File: src/rtl/s_box_inverse.sv
// AES inverse S-box, one byte per transaction: inverse affine at capture, then
// b^254 by seven square/multiply rounds through one shared GF(2^8) multiplier.
module s_box_inverse (
    input  logic       clk,
    input  logic       rst,
    input  logic [7:0] idata,
    input  logic       ivalid,
    output logic       iready,
    output logic [7:0] odata,
    output logic       ovalid,
    input  logic       oready
);

    // state | meaning
    // IDLE  | waiting for a byte, iready high
    // SQR   | base <= base^2
    // MUL   | acc <= acc*base, seven rounds total
    // DONE  | result held on odata until oready
    typedef enum logic [1:0] {IDLE, SQR, MUL, DONE} state_t;

    state_t     state;
    state_t     state_nxt;
    logic [7:0] base;
    logic [7:0] acc;
    logic [2:0] cnt;
    logic [7:0] mul_a;
    logic [7:0] prod;
    logic [7:0] inv_aff;

    function automatic logic [7:0] gf_mul(input logic [7:0] a, input logic [7:0] b);
        logic [7:0] p;
        logic [7:0] x;
        p = 8'h00;
        x = a;
        for (int i = 0; i < 8; i++) begin
            if (b[i])
                p = p ^ x;
            x = x[7] ? ({x[6:0], 1'b0} ^ 8'h1B) : {x[6:0], 1'b0};
        end
        return p;
    endfunction

    assign inv_aff = {idata[6:0], idata[7]} ^ {idata[4:0], idata[7:5]}
                   ^ {idata[1:0], idata[7:2]} ^ 8'h05;

    // The single multiplier squares base in SQR and folds it into acc in MUL.
    assign mul_a = (state == MUL) ? acc : base;
    assign prod  = gf_mul(mul_a, base);

    always_ff @(posedge clk or posedge rst) begin
        if (rst)
            state <= IDLE;
        else
            state <= state_nxt;
    end

    always_comb begin
        state_nxt = state;
        case (state)
            IDLE: if (ivalid) state_nxt = SQR;
            SQR:  state_nxt = MUL;
            MUL:  state_nxt = (cnt == 3'd6) ? DONE : SQR;
            DONE: if (oready) state_nxt = IDLE;
        endcase
    end

    always_comb begin
        iready = (state == IDLE);
        ovalid = (state == DONE);
    end

    always_ff @(posedge clk or posedge rst) begin
        if (rst) begin
            base  <= 8'h00;
            acc   <= 8'h00;
            cnt   <= 3'd0;
            odata <= 8'h00;
        end else begin
            case (state)
                IDLE: begin
                    if (ivalid) begin
                        base <= inv_aff;
                        acc  <= 8'h01;
                        cnt  <= 3'd0;
                    end
                end
                SQR: base <= prod;
                MUL: begin
                    acc <= prod;
                    if (cnt == 3'd6)
                        odata <= prod;
                    else
                        cnt <= cnt + 3'd1;
                end
                DONE: ;
            endcase
        end
    end

endmodule
File: config.mk
export PLATFORM = sky130hd
export DESIGN_NAME = s_box_inverse
export DESIGN_NICKNAME = d
export VERILOG_FILES = /design/src/rtl/s_box_inverse.sv
export SDC_FILE = /design/constraint.sdc
export NUM_CORES = 1
export LEC_CHECK = 0
export ABC_CLOCK_PERIOD_IN_PS = 6200
export CORE_ASPECT_RATIO = 1.2
export CORE_UTILIZATION = 43
export DETAILED_ROUTE_END_ITERATION = 12
export GPL_TIMING_DRIVEN = 1
export HOLD_SLACK_MARGIN = 0.1
export SLEW_MARGIN = 10
export SYNTH_ARGS = -nofsm -noshare
export SYNTH_HDL_FRONTEND = slang
export SYNTH_SLANG_ARGS = --single-unit
File: constraint.sdc
create_clock -name clk -period 6.2 [get_ports clk]
set_input_delay 0.93 -clock clk [delete_from_list [all_inputs] [get_ports clk]]
set_output_delay 0.93 -clock clk [all_outputs]
set_load 0.005 [all_outputs]
* Word-level counts from Yosys, hierarchy flattened
Cells that the tools add are included.
Operators by class: add/sub/neg operators 1, mux-type cells 27, reductions and logical operators 8, bitwise operators 17, equality and inequality tests 7
Operator list (number):
- 2-to-1 mux 8 bit | 11
- bitwise XOR 8 bit | 9
- 2-to-1 mux 5 bit | 7
- one-hot mux 8 bit (2 select lines) | 2
- inverter 4 bit | 7
- one-hot mux 2 bit (4 select lines) | 1
- AND reduction 2 bit | 4
- 2-to-1 mux 2 bit | 3
- 2-to-1 mux 3 bit | 2
- one-hot mux 3 bit (2 select lines) | 1
- == test 2 bit, second input constant | 2
- != test 2 bit, second input constant | 2
- nonzero test 2 bit | 2
- adder 3 x 1 -> 3 bit, second input constant | 1
- == test 3 bit, second input constant | 1
- AND reduction 3 bit | 1
- == test 2 x 1 -> 1 bit, second input constant | 1
- logical NOT 2 bit | 1
- != test 2 x 1 -> 1 bit, second input constant | 1
- inverter 2 bit | 1
Word-level totals: word-level logic and storage cells 65, bits in registers 29, input bits 12, output and inout bits 10

* Longest topological paths before layout
word-level depth 19, depth in mapped cells 11, depth with buffers taken out 8

* Worst setup path after synthesis
Ideal clock, no wire load.
kind reg2reg, start reg state[0], end reg base[5], buffers on the path 2, library setup time 0.131 ns, arrival time 2.456 ns, required time 6.069 ns, cell stages (with the launch flop) 10, period minus slack after synthesis 2.587 ns, setup slack 3.613 ns, cells stage by stage dfrtp_1 -> buf_6 -> nor2b_1 -> buf_6 -> mux2_4 -> xor3_1 -> nand2_1 -> xnor3_1 -> nor3b_1 -> or3_1
On the way: word-level cells in the longest chain between the ends 18, elaborated cells between the ends (all ways) 35, those cells by class eq/ne: 3; mux: 16; bitwise: 13; reduce/logical: 3
RTL lines:
- start: declaration | RTL line 21 | state_t state;
- start signal: assignment | RTL line 54 | state <= state_nxt;
- == test 2 bit | RTL line 47 | assign mul_a = (state == MUL) ? acc : base;
- 2-to-1 mux 8 bit | RTL line 47
- 2-to-1 mux 8 bit | RTL line 36 | if (b[i])
- bitwise XOR 8 bit | RTL line 37 | p = p ^ x;
- 2-to-1 mux 8 bit | RTL line 36
- bitwise XOR 8 bit | RTL line 37
- 2-to-1 mux 8 bit | RTL line 36
- bitwise XOR 8 bit | RTL line 37
- (+2 left out)
- 2-to-1 mux 8 bit | RTL line 36
- bitwise XOR 8 bit | RTL line 37
- 2-to-1 mux 8 bit | RTL line 36
- bitwise XOR 8 bit | RTL line 37
- 2-to-1 mux 8 bit | RTL line 36
- bitwise XOR 8 bit | RTL line 37
- 2-to-1 mux 8 bit | RTL line 36
- one-hot mux 8 bit (2 select lines) | RTL line 79 | case (state)
- end signal: assignment | RTL line 82 | base <= inv_aff;
- end signal: assignment | RTL line 87 | SQR: base <= prod;
- end: declaration | RTL line 23 | logic [7:0] base;
Several ways; a longest one is shown, not always the timed one. A chain may end at the register's enable or synchronous reset.

* Final worst setup path
Ends and elaborated chain as after synthesis.

==> impl_metrics.env <==
export IMPL_status="completed"
export IMPL_syn_area_per_cell_sq_um=8.66
export IMPL_multi_input_area_sq_um=1960
export IMPL_drt_iter0_drc=86
export IMPL_cts_max_level=2
export IMPL_tritoncts="built"
export IMPL_drcViolationCount=0
export IMPL_firstDrtPassIters=4
export IMPL_drt_wl_total_um=6480
export IMPL_cts_hold_fix_buffers=0
export IMPL_gr_total_overflow=0
export IMPL_final_nets=346
export IMPL_drive_gt1_share_pct=8.71
export IMPL_synth_async_reset_ratio_pct=100
export IMPL_grt_pass1_wl_um=11200
export IMPL_clkTransAtPathRegs_ns=0.07
export IMPL_finalInstanceArea_sq_um=3110
export IMPL_first_global_vias=2188
export IMPL_ys_warnings_count=0
export IMPL_vias=2172
export IMPL_period_needed_ns=3.09
export IMPL_tightestPinTransition_ns=0.810
export IMPL_grt_setup_unrepaired="false"
export IMPL_pin_count=22
export IMPL_max_cap_viol_count=0
export IMPL_grt_use_total_pct=21.6
export IMPL_slew_viol_final=0
export IMPL_fin_ws_ns=3.11
export IMPL_cts_buffer_depth=2
export IMPL_fin_skew_ns=0.00992
export IMPL_rows=31
export IMPL_wl_per_cell_um=15.6
export IMPL_maxSlewHeadroom_pct=44.5
export IMPL_root_buffer="clkbuf_8"
export IMPL_period_share_pct=49.8
export IMPL_min_delay_path_class="flip-flop to flip-flop"
export IMPL_dp_hpwl_um=4800
export IMPL_r2r_cells=8
export IMPL_fmax_ghz=0.324
export IMPL_crit_path_start_kind="flip-flop"
export IMPL_cp_end_kind="flip-flop"
export IMPL_diodes=0
export IMPL_fin_tns_setup_ns=0
export IMPL_synth_edf_count=0
export IMPL_final_antenna_net_count=0
export IMPL_place_gp_congestion=0.883
export IMPL_place_inst=407
export IMPL_seqCellArea_sq_um=726
export IMPL_viasPerCell=5.23
export IMPL_final_instance_count_excl_fill=415
export IMPL_yosysSeqAreaShare_pct=25.8
export IMPL_synthesis_area_sq_um=2810
export IMPL_coreArea_sq_um=6170
export IMPL_cts_made_buffers=5
export IMPL_place_ws_ns=3.16
export IMPL_crit_arrival_ns=3.25
export IMPL_clk_latency_ns=0.29
export IMPL_fill_cells=585
export IMPL_die_x_um=75.8
export IMPL_setup_viol=0
export IMPL_die_area_sq_um=6870
export IMPL_cts_resized=0
export IMPL_cts_sinks=29
export IMPL_cts_setup_buffers=0
export IMPL_synth_seq_cells=29
export IMPL_final_hold_viol_count=0
export IMPL_syn2layout_area_growth_pct=10.6
export IMPL_synth_cell_type_count=42
export IMPL_hold_path_depth=2
export IMPL_crit_path_max_fanout=19
export IMPL_start_util_pct=45.6
export IMPL_postPlaceCellArea_sq_um=3030
export IMPL_die_y_um=90.6
export IMPL_synthCells=325
export IMPL_required_ns=6.36
export IMPL_numPortBuffers=21
export IMPL_grt_start_max_net_pins=30
export IMPL_ys_flop_type="dfrtp_1"
export IMPL_synth_nets=339
export IMPL_antenna_found_initial=0
export IMPL_path_class="flip-flop to flip-flop"
-- cells in the mapped netlist, types with 3 or more instances --
cell	number	share of area, %
xnor3_1	7	5.6
xor2_1	23	7.2
buf_6	3	1.2
nor2b_1	3	0.67
a21oi_1	7	1.2
nor2_1	9	1.2
xnor2_1	60	19
a22oi_1	4	1.1
dfrtp_1	29	26
inv_1	4	0.53
nand2b_1	5	1.1
mux2_2	5	2.0
nand2_1	79	11
buf_2	5	0.89
clkbuf_1	12	1.6
o211ai_1	3	0.80
nand3_1	3	0.53
a22o_1	5	1.6
mux2i_1	6	2.1
o21ai_0	22	3.9
-- final timing paths --
kind	slack [ns]	start	end
max in group asynchronous	4.77	rst	odata[4]
worst max register to register	3.11	state[0]	base[5]
worst min-delay path	0.49	odata[5]	odata[5]
min in group asynchronous	1.03	rst	cnt[2]
worst max-delay path	3.11	state[0]	base[5]
worst min register to register	0.49	odata[5]	odata[5]
-- critical path: stages, from the launching register on --
cell and delay [ns]:
dfrtp_1 0.51, nand2b_4 0.38, mux2i_1 0.47, xor2_1 0.35, nand2_1 0.15, xor2_2 0.21
xnor3_1 0.37, nor3b_1 0.15, or3_1 0.35
-- registers in the layout (all words and copies together), names as in the netlist --
| register | count |
|---|---|
| cnt | 3 |
| acc | 8 |
| odata | 8 |
| base | 8 |
| state | 2 |
-- stage by stage --
stage	hold WS [ns]	util, %
finish	0.488	50.5
global route	0.503	50.5
CTS	0.494	50.5
detailed placement	0.478	49.1
global placement	0.467	49.1
floorplan	0.473	-
-- layout make-up --
type | instances | share of cell area (%)
multi-input cells | 269 | 62.9
flip-flops and latches | 29 | 23.3
repair buffers | 23 | 7.24
well taps | 82 | 3.30
clock buffers | 5 | 2.21
clock inverters | 3 | 0.563
inverters | 4 | 0.483
-- kinds of logic (layout without fill, tap and decap cells) --
kind of cell,after synthesis,after routing,share of synthesized area (%)
buffers and inverters,27,35,4.67
multiplexers,16,16,7.29
AND/OR/NAND/NOR,109,109,16.8
XOR/XNOR,93,93,33.4
adder cells (fa/ha/maj),2,2,0.889
flip-flops,29,29,25.8
AO/OA/AOI/OAI,49,49,11.1
-- cell usage in the layout, fill, tap and decap left out, drive strengths merged, types with 2 or more instances in the layout --
master | netlist | final
buf | 10 | 2
xor2 | 24 | 24
and4b | 2 | 2
a22oi | 4 | 4
nand3 | 3 | 3
mux2 | 7 | 7
o211ai | 3 | 3
mux2i | 9 | 9
dfrtp | 29 | 29
clkinv | 0 | 2
clkbuf | 13 | 5
o21ai | 22 | 22
a21oi | 7 | 7
nand2b | 6 | 6
clkdlybuf4s50 | 0 | 21
ha | 2 | 2
inv | 4 | 4
a31o | 2 | 2
a22o | 5 | 5
xnor2 | 61 | 61
nor3 | 2 | 2
nor3b | 2 | 2
nand2 | 80 | 80
nor2 | 9 | 9
xnor3 | 7 | 7
nor2b | 3 | 3
a211oi | 2 | 2
-- metal layers --
| layer | part of all wire [%] | wire, um | track usage, % | up-vias |
|---|---|---|---|---|
| met5 | 0 | 0 | 0 | - |
| met4 | 2.0 | 130 | 6.94 | 0 |
| met3 | 3.9 | 254 | 3.01 | 12 |
| met1 | 46 | 2970 | 30.1 | 1025 |
| met2 | 48 | 3120 | 33.9 | 57 |
| li1 | - | - | - | 1078 |
Power is not shown: default switching activity piles up to over one toggle a cycle in this logic, so the estimate is an artifact.
